[config.mk]
export PLATFORM = sky130hd
export DESIGN_NAME = peripheral_responder
export DESIGN_NICKNAME = d
export VERILOG_FILES = /design/src/rtl/peripheral_responder.sv
export SDC_FILE = /design/constraint.sdc
export NUM_CORES = 1
export LEC_CHECK = 0
export ABC_AREA = 1
export ABC_CLOCK_PERIOD_IN_PS = 4500
export CELL_PAD_IN_SITES_DETAIL_PLACEMENT = 0
export CELL_PAD_IN_SITES_GLOBAL_PLACEMENT = 1
export CORE_ASPECT_RATIO = 0.9
export CORE_MARGIN = 3
export CORE_UTILIZATION = 50
export DETAILED_ROUTE_END_ITERATION = 8
export DONT_BUFFER_PORTS = 1
export PLACE_DENSITY_LB_ADDON = 0.1
export SYNTH_ARGS = -nofsm -noshare
export SYNTH_HDL_FRONTEND = slang
export SYNTH_SLANG_ARGS = --single-unit
[constraint.sdc]
create_clock -name clk -period 4.5 [get_ports clk]
set_input_delay 0.45 -clock clk [delete_from_list [all_inputs] [get_ports clk]]
set_output_delay 0.45 -clock clk [all_outputs]
set_load 0.01 [all_outputs]
[src/rtl/peripheral_responder.sv]
// peripheral_responder: memory-mapped timer (TH/TL/TCON), LED, seven-segment and systick registers
module peripheral_responder #(
  parameter logic [31:0] BASE_ADDR = 32'h40000000
) (
  input  logic        clk,
  input  logic        reset,
  input  logic        MemRead,
  input  logic        MemWrite,
  input  logic [31:0] address,
  input  logic [31:0] write_data,
  output logic [31:0] read_data,
  output logic        irq_out,
  output logic [7:0]  leds,
  output logic [11:0] digits,
  output logic [31:0] systick
);
  logic [31:0] th, tl, tl_nxt;
  logic [2:0]  tcon, tcon_nxt;
  logic [5:0]  hit;
  logic [4:0]  wr;
  logic        wrap;
  logic        unused_ok;
  for (genvar i = 0; i < 6; i++) begin : g_dec
    assign hit[i] = address[31:2] == BASE_ADDR[31:2] + 30'(i);
  end
  assign unused_ok = ^address[1:0];
  assign wr = {5{MemWrite}} & hit[4:0];
  assign wrap = tcon[0] & (&tl);
  // CPU writes override the timer's own count/reload and pending update
  assign tl_nxt = wr[1] ? write_data : !tcon[0] ? tl : wrap ? th : tl + 32'd1;
  assign tcon_nxt = wr[2] ? write_data[2:0] : {tcon[2] | (wrap & tcon[1]), tcon[1:0]};
  always_comb
    read_data = !MemRead ? 32'h0 :
                hit[0] ? th :
                hit[1] ? tl :
                hit[2] ? {29'h0, tcon} :
                hit[3] ? {24'h0, leds} :
                hit[4] ? {20'h0, digits} :
                hit[5] ? systick : 32'h0;
  always_ff @(posedge clk or negedge reset) begin
    if (!reset) begin
      th      <= '0;
      tl      <= '0;
      tcon    <= '0;
      irq_out <= 1'b0;
      leds    <= '0;
      digits  <= '0;
      systick <= '0;
    end else begin
      if (wr[0]) th <= write_data;
      if (wr[3]) leds <= write_data[7:0];
      if (wr[4]) digits <= write_data[11:0];
      tl      <= tl_nxt;
      tcon    <= tcon_nxt;
      irq_out <= tcon_nxt[2] & tcon_nxt[1];
      systick <= systick + 32'd1;
    end
  end
endmodule

==> impl_metrics.ini, run 1 <==
[critical_path]
crit_family = buffers and inverters
cp_cell_sequence = inv_1 -> nor2_1 -> nand2_1 -> nor2_1 -> nand2_1 -> nor2_2 -> nand2_1 -> buf_4 -> inv_1 -> buf_4 -> a21oi_1 -> a21oi_1
cp.arrival_ps = 2850
crit_type = in -> out
cp-start-kind = input port
cp_slowest_cell = inv_1
path_max_fanout = 34
cp_num_buf_inv = 4
critPathLaunch = address[30]
r2r-start = tl[0]
cp.required_ps = 4050
crit_path_frequent_cell = nand2_1
end_kind = output port
cp_slowest_stage_delay_ps = 480

[sta]
min_period_ps = 3300
fin_tns_setup_ps = 0
slew_headroom_pct = 26.7
whs_ps = -43.4
timing.final.ws_setup_ps = 1200
hold_viol = 22
setup_viol = 0
skew_ps = 9.63
fmax_ghz = 0.303
worstMarginPinSlew_ps = 1100
rsz0062_at_grt = no
fin_crit_sh_pct = 73.3
slew_violations = 0

[logic_synthesis]
netlist_area_um2 = 7550
syn_inst = 1059
synth_edf_count = 0
async_flop_share_pct = 100
yosys.area.top_type = dfrtp_1
yosysSeqAreaShare_pct = 39.8
syn_avg_cell_area_um2 = 7.13
synth_top_cell_area_share_pct = 39.8
ys_dominant_reg_cell = dfrtp_1
synth_cell_type_count = 37
synth_warnings = 0
ys_ff_latch = 120
synth_nets = 1129
synthTopCellsByArea = dfrtp_1 40%, nand2_1 14%, o21ai_0 6.4%

[clock_tree]
cts-root-buf = clkbuf_16
holdBufCountCts = 1
postCtsSetupRepairBufs = 0
clockBufferDepth = 2
clk_latency_ps = 420
ctsResizeCount = 0
clk_pin_slew_ps = 60
cts_buffers = 17
cts_tree = yes
ctsHtreeMaxLevel = 4
cts_num_sinks = 120

[worst_hold_path]
hold_class = in -> async

[floorplan]
die_h_um = 123
coreArea_um2 = 14400
die_area_um2 = 16600
dieWidth_um = 136
row_count = 41
start_util_pct = 52.4
io_pins = 153

[route]
viasPerCell = 5.63
drc = 0
wl_per_cell_um = 18.2
num_vias = 7027
wirelength_mm = 22.7
first_iter_violations = 584
dr.pass1.iters = 5
drtAntennaViolNets = 0

[global_route]
grt-ovfl-total = 0
grt_pass1_wl_mm = 36.1
grt_max_degree = 121
grt_pass1_vias = 6568
grt_antenna_before_repair = 1
grtUsageTotal_pct = 28.2

[place]
dp_hpwl_mm = 15.9
dpl_worst_slack_ps = 1020
gp_congestion = 0.888
port_buffers = 0

[pwr]
power.density_nw_per_um2 = 302
vdd_ir_drop_max_v = 0.000295
cellLeakagePower_nw = 3.74

[run]
drv_cap = 0

[final_layout]
final_nets = 1113
antenna_cells = 0
area_delta_synth_final_pct = 9.36
n_fill_cell = 1448
drive_gt1_share_pct = 8.90

[run_status]
violations = hold timing
status = finished, violations left
## area by class of cell
class / instances / area [um^2] / share of cell area (%)
clock buffer: 19 / 443 / 5.36
timing repair buffer: 9 / 87.6 / 1.06
inverter: 131 / 492 / 5.95
clock inverter: 13 / 146 / 1.77
multi-input combinational: 764 / 3850 / 46.6
sequential: 120 / 3000 / 36.4
tap: 193 / 241 / 2.92
## metrics by stage
step / power [mW] / instance area (um^2) / cells / hold slack (ps) / utilization, %
finish: 2.50 / 8260 / 1249 / -43.4 / 57.3
global route: 2.57 / 8260 / 1249 / 32.0 / 57.3
CTS: 2.52 / 8260 / 1249 / 29.7 / 57.3
detailed placement: 1.13 / 7640 / 1216 / 161 / 53.0
global placement: 1.13 / 7640 / 1216 / 161 / 53.0
floorplan: 1.12 / 7550 / 1059 / 154 / -
## layout by cell type (no fill, tap or decap), types with 2 or more instances in the layout
cell type	netlist	layout
a21oi_1	61	60
dfrtp_1	120	120
nand3_1	65	65
clkbuf_16	0	17
o21ai_0	96	96
nand3_2	2	2
o21ai_2	16	16
nor3_1	17	17
nand2_2	11	12
mux2_2	7	7
ha_1	2	2
nand4_1	30	30
clkinv_2	0	2
nor3_2	2	2
xor2_1	34	34
inv_2	5	5
clkinv_4	0	5
nor2_1	86	86
nand3b_1	3	3
inv_6	0	2
o21ai_1	13	13
nand2_1	277	276
inv_1	126	126
clkinvlp_4	0	2
xnor2_1	18	18
bufinv_16	0	2
nor2_2	2	2
buf_4	1	8
or2_2	2	2
a31oi_1	4	4
nor4_1	8	8
## cell usage after synthesis, types with 2 or more instances
master / count
nor2_2: 2
nand3_2: 2
nor3_1: 17
ha_1: 2
a21oi_1: 61
mux2_2: 7
xnor2_1: 18
nor4_1: 8
xor2_1: 34
a31oi_1: 4
o21ai_0: 96
o21ai_1: 13
buf_2: 12
inv_1: 126
inv_2: 5
nand4_1: 30
nand2_1: 277
nand3b_1: 3
or2_2: 2
clkbuf_1: 26
nand2_2: 11
dfrtp_1: 120
nand3_1: 65
o21ai_2: 16
nor3_2: 2
nor2_1: 86
buf_6: 4
## registers in the layout, indices dropped and copies added, names as in the netlist
name     count
systick     32
th          32
tl          32
digits      12
leds         8
tcon         3
irq_out      1
## metal layers
metal / track usage, % / routed length (um) / vias up
met1: 41.7 / 10500 / 3321
met4: 5.60 / 125 / 2
met3: 8.98 / 2180 / 10
met2: 40.9 / 9880 / 296
li1: - / - / 3398
met5: 0 / 12 / -
## report_power, final
part,switching (mW),internal [mW],leakage [nW]
Clock,0.531,0.835,0.284
Combinational,0.0400,0.0112,1.80
Sequential,0.0000000501,1.08,1.66
Total,0.571,1.93,3.74
## final timing paths
| kind | end | slack, ps | cells after the start |
|---|---|---|---|
| worst min register to register | th[7] | 490 | 2 |
| max in group asynchronous | digits[4] | 4000 | 1 |
| min in group clk | tcon[1] | 180 | 2 |
| worst min-delay path | tcon[1] | -40 | 1 |
| worst max register to register | tl[7] | 1740 | 10 |
| worst max-delay path | read_data[12] | 1200 | 12 |
## cell families (layout without fill, tap and decap cells)
logic type	count (synthesis)	in the layout	synth area share (%)
AOI/OAI and AO/OA	191	191	13.5
xor gates and xnor gates	52	52	6.03
adders and majority gates	2	2	0.331
buffers and inverters	175	172	9.39
DFF	120	120	39.8
muxes	7	7	1.04
and+or+nand+nor	512	512	29.9
(Power assumes the default switching activity.)
==> run 2: changes to the inputs <==
Settings changed: ABC_CLOCK_PERIOD_IN_PS 4500 to 3000, CORE_UTILIZATION 50 to 42.
Clock period 4.5 ns to 3 ns, I/O delays scaled along.
==> impl_metrics.ini, run 2 (synthesis results as in run 1) <==
[route]
num_vias = 6886
first_iter_violations = 401
drtAntennaViolNets = 0
wl_per_cell_um = 17.8
dr.pass1.iters = 5
wirelength_mm = 23.6
drc = 0
viasPerCell = 5.20

[final_layout]
drive_gt1_share_pct = 11.7
layout_commonest_cell = nand2_1
area_delta_synth_final_pct = 12.9
n_fill_cell = 1818
reg_top3 = systick (32), th (32), tl (32)
final_cell_mix = 276 x nand2_1, 126 x inv_1, 120 x dfrtp_1, 96 x o21ai_0, 86 x nor2_1
antenna_cells = 0
final_nets = 1146

[sta]
slew_violations = 0
fin_crit_sh_pct = 80.3
whs_ps = -427
min_period_ps = 2410
fin_tns_setup_ps = 0
hold_viol = 120
setup_viol = 0
fmax_ghz = 0.415
slew_headroom_pct = 23.3
rsz0062_at_grt = no
worstMarginPinSlew_ps = 1150
skew_ps = 12.1

[clock_tree]
clk_pin_slew_ps = 60
cts-root-buf = clkbuf_16
clk_latency_ps = 420
clockBufferDepth = 2
cts_buffers = 17
ctsResizeCount = 0
cts_tree = yes
cts_num_sinks = 120
ctsHtreeMaxLevel = 4

[critical_path]
rrSetupSlack_ps = 600
path_max_fanout = 32
cp.arrival_ps = 2110
crit_type = in -> out
cp.required_ps = 2700
end_kind = output port
cp-start-kind = input port
r2r-start = systick[0]
cp_slowest_cell = buf_4
cp_slowest_stage_delay_ps = 300
crit_path_frequent_cell = nand2_1
reg2reg_to = systick[28]
cp_cell_sequence = nor2_1 -> nand2_1 -> nor2_1 -> nand2_1 -> nor2_2 -> buf_4 -> nand2_1 -> nor2_2 -> buf_4 -> nand2_1 -> a21oi_1 -> buf_4
ff2ff_path_depth = 8

[run]
drv_cap = 0

[pwr]
power.density_nw_per_um2 = 428
cellLeakagePower_nw = 3.90
vdd_ir_drop_max_v = 0.000324
power_mw = 3.65

[floorplan]
dieWidth_um = 147
die_area_um2 = 19600
io_pins = 153
coreArea_um2 = 17200
die_h_um = 133
row_count = 45
start_util_pct = 43.8

[global_route]
grt_pass1_wl_mm = 37.6
grt_max_degree = 121
grt-ovfl-total = 0
grtUsageTotal_pct = 24.4
grt_antenna_before_repair = 0
grt_pass1_vias = 6542

[place]
gp_congestion = 0.874
port_buffers = 0
dp_hpwl_mm = 17.2

[run_status]
violations = hold timing
status = finished, violations left

[worst_hold_path]
hold_class = in -> async
-- run 2: worst max-delay path by stage --
stage / start / endpoint / slack, ps / cells after the start
floorplan: address[30] / read_data[5] / 970 / 14
global placement: address[30] / read_data[24] / 550 / 13
detailed placement: address[30] / th[19] / 560 / 11
CTS: systick[0] / systick[28] / 560 / 8
global route: systick[0] / systick[28] / 350 / 8
finish: address[29] / read_data[30] / 590 / 12
-- run 2: layout make-up --
| class | count | area [um^2] | share of cell area [%] |
|---|---|---|---|
| Sequential cell | 120 | 3000 | 35.2 |
| Multi-Input combinational cell | 764 | 3850 | 45.1 |
| Clock inverter | 14 | 138 | 1.61 |
| Tap cell | 235 | 294 | 3.45 |
| Clock buffer | 17 | 425 | 4.99 |
| Inverter | 131 | 492 | 5.77 |
| Timing Repair Buffer | 42 | 328 | 3.84 |
-- run 2: metrics by stage --
step	hold WS, ps	instances	worst slack, ps	utilization [%]	cell area (um^2)
finish	-427	1323	591	49.5	8530
global route	-451	1323	354	49.5	8530
CTS	-440	1323	563	49.5	8530
detailed placement	12.7	1292	560	46.2	7960
global placement	11.6	1292	550	46.2	7960
floorplan	4.41	1059	971	-	7550
-- run 2: critical path, delay by kind of cell --
family                 cells  cell delay (ps)
buffers and inverters      3              650
and+or+nand+nor            8              880
AOI/OAI and AO/OA          1              220
-- run 2: per-layer routing --
layer | track usage (%) | routed length [um]
met3 | 6.53 | 1630
met2 | 34.4 | 9870
met5 | 0 | 0
met4 | 5.28 | 218
met1 | 37.2 | 11900
-- run 2: power breakdown --
part	internal, mW	switching, mW
Sequential	1.62	0.0000000763
Clock	1.15	0.833
Combinational	0.0129	0.0288
-- run 2: what timing repair did --
| action | 4_1_cts | 5_1_grt |
|---|---|---|
| setup buffers | 0 | 0 |
| hold endpoints to repair | 120 | 120 |
| endpoints found under the setup margin | 0 | 0 |
==> run 3: changes to the inputs <==
Settings changed: ABC_CLOCK_PERIOD_IN_PS 3000 to 2300, CORE_UTILIZATION 42 to 46.
Clock period 3 ns to 2.3 ns, I/O delays scaled along.
==> impl_metrics.ini, run 3 (synthesis results as in run 1) <==
[route]
drtAntennaViolNets = 0
viasPerCell = 5.38
drc = 0
wl_per_cell_um = 17.7
dr.pass1.iters = 5
wirelength_mm = 23.8
first_iter_violations = 588
num_vias = 7263

[critical_path]
critPathLaunch = address[30]
crit_path_frequent_cell = nand2_1
crit_type = in -> out
path_max_fanout = 16
r2r-start = systick[1]
cp_slowest_stage_delay_ps = 220
cp.arrival_ps = 1950
cp_slowest_cell = a21oi_1
cp.required_ps = 2070
cp-start-kind = input port
end_kind = output port
cp_cell_sequence = inv_1 -> nor2_1 -> nand2_1 -> nor2_1 -> nand2_1 -> nor2_4 -> buf_4 -> nand2_1 -> nor2_4 -> buf_12 -> clkbuf_16 -> nand2_1 -> a21oi_1 -> buf_4

[floorplan]
coreArea_um2 = 15800
start_util_pct = 47.9
die_h_um = 128
dieWidth_um = 141
io_pins = 153
die_area_um2 = 18000
row_count = 43

[run]
drv_cap = 0

[sta]
min_period_ps = 2180
slew_violations = 0
fin_crit_sh_pct = 94.6
fin_tns_setup_ps = 0
setup_viol = 0
hold_viol = 120
slew_headroom_pct = 47.9
whs_ps = -498
rsz0062_at_grt = no
fmax_ghz = 0.460
worstMarginPinSlew_ps = 779
skew_ps = 10.3

[place]
port_buffers = 0
gp_congestion = 0.838
dp_hpwl_mm = 17.0
placed_area_um2 = 8170

[clock_tree]
ctsHtreeMaxLevel = 4
cts_tree = yes
clk_pin_slew_ps = 50
clk_latency_ps = 430
cts-root-buf = clkbuf_16
holdBufCountCts = 29
cts_num_sinks = 120
clockBufferDepth = 2
cts_buffers = 17

[pwr]
p_int_mw = 3.90
power.density_nw_per_um2 = 547
p_clk_share_pct = 55.6
vdd_ir_drop_max_v = 0.000510
combPwrFrac_pct = 2.1
p_switching_mw = 1.10
cellLeakagePower_nw = 4.21
seqPwrFrac_pct = 42.3
p_sw_share_pct = 22.0

[final_layout]
stdcell_area_um2 = 9140
antenna_cells = 0
final_cell_mix = 276 x nand2_1, 126 x inv_1, 120 x dfrtp_1, 96 x o21ai_0, 84 x nor2_1
area_delta_synth_final_pct = 21.0
postLayoutCoreUtil_pct = 58.0
layout_commonest_cell = nand2_1
drive_gt1_share_pct = 13.9
reg_top3 = systick (32), th (32), tl (32)
final_nets = 1205

[global_route]
grt_antenna_before_repair = 0
grtUsageTotal_pct = 26.5
grt_max_degree = 121
grt-ovfl-total = 0
grt_pass1_wl_mm = 37.3
grt_pass1_vias = 6862

[run_status]
status = finished, violations left
violations = hold timing

[worst_hold_path]
hold_class = in -> async
-- run 3: cell types whose count changed in the layout (fill, tap and decap cells not counted), moves of 2 or more --
cell           delta
buf_12            +4
buf_4            +25
bufinv_16         +2
clkinv_4          +4
dlygate4sd3_1    +29
inv_6             -6
nor2_1            -2
nor2_4            +2
-- run 3: per-stage QoR --
| stage | hold WS [ps] | setup slack [ps] | instances | power, mW |
|---|---|---|---|---|
| floorplan | -65.6 | 411 | 1059 | 2.20 |
| global placement | -59.1 | 164 | 1287 | 2.20 |
| detailed placement | -58.8 | 166 | 1287 | 2.20 |
| CTS | -513 | 154 | 1347 | 5.03 |
| global route | -515 | 3.29 | 1349 | 5.14 |
| finish | -498 | 124 | 1349 | 4.99 |
-- run 3: worst paths after layout --
check                      depth (start not counted)            end  slack (ps)
max                                               14  read_data[25]         120
min                                                0        irq_out        -500
max reg2reg                                        9    systick[28]         210
min reg2reg                                        2          th[7]         500
max in group asynchronous                          0         tl[29]        2550
min in group clk                                   2         th[17]          20
-- run 3: power groups by stage --
| stage | Clock (mW) | Combinational, mW | Sequential (mW) |
|---|---|---|---|
| 5_1_grt | 2.91 | 0.114 | 2.11 |
| 2_1_floorplan | 0 | 0.0507 | 2.15 |
| 6_report | 2.78 | 0.104 | 2.11 |
| 4_1_cts | 2.82 | 0.102 | 2.11 |
| 3_3_place_gp | 0 | 0.0550 | 2.15 |
| 3_5_place_dp | 0 | 0.0549 | 2.15 |
-- run 3: worst max-delay path: cells and delay by family --
family,cells,cell delay (ps)
and+or+nand+nor,8,880
AOI/OAI and AO/OA,1,220
buffers and inverters,5,630
-- run 3: metal layers --
metal / global-route usage [%] / part of all wire [%]
met4: 5.58 / 0.94
met2: 39.5 / 44
met5: 0 / 0
met3: 7.56 / 7.7
met1: 38.6 / 48
-- run 3: area by class of cell --
cell class | count | area [um^2]
repair buffers | 101 | 911
clock buffers | 18 | 439
well taps | 202 | 253
fillers | 1553 | 6630
flip-flops and latches | 120 | 3000
multi-input cells | 764 | 3870
inverters | 131 | 492
clock inverters | 13 | 173
-- run 3: what timing repair did --
| item | 4_1_cts | 5_1_grt |
|---|---|---|
| setup endpoints to repair | 0 | 4 |
| resized for setup | 0 | 5 |
| buffers inserted | 0 | 1 |
| hold endpoints to repair | 162 | 120 |
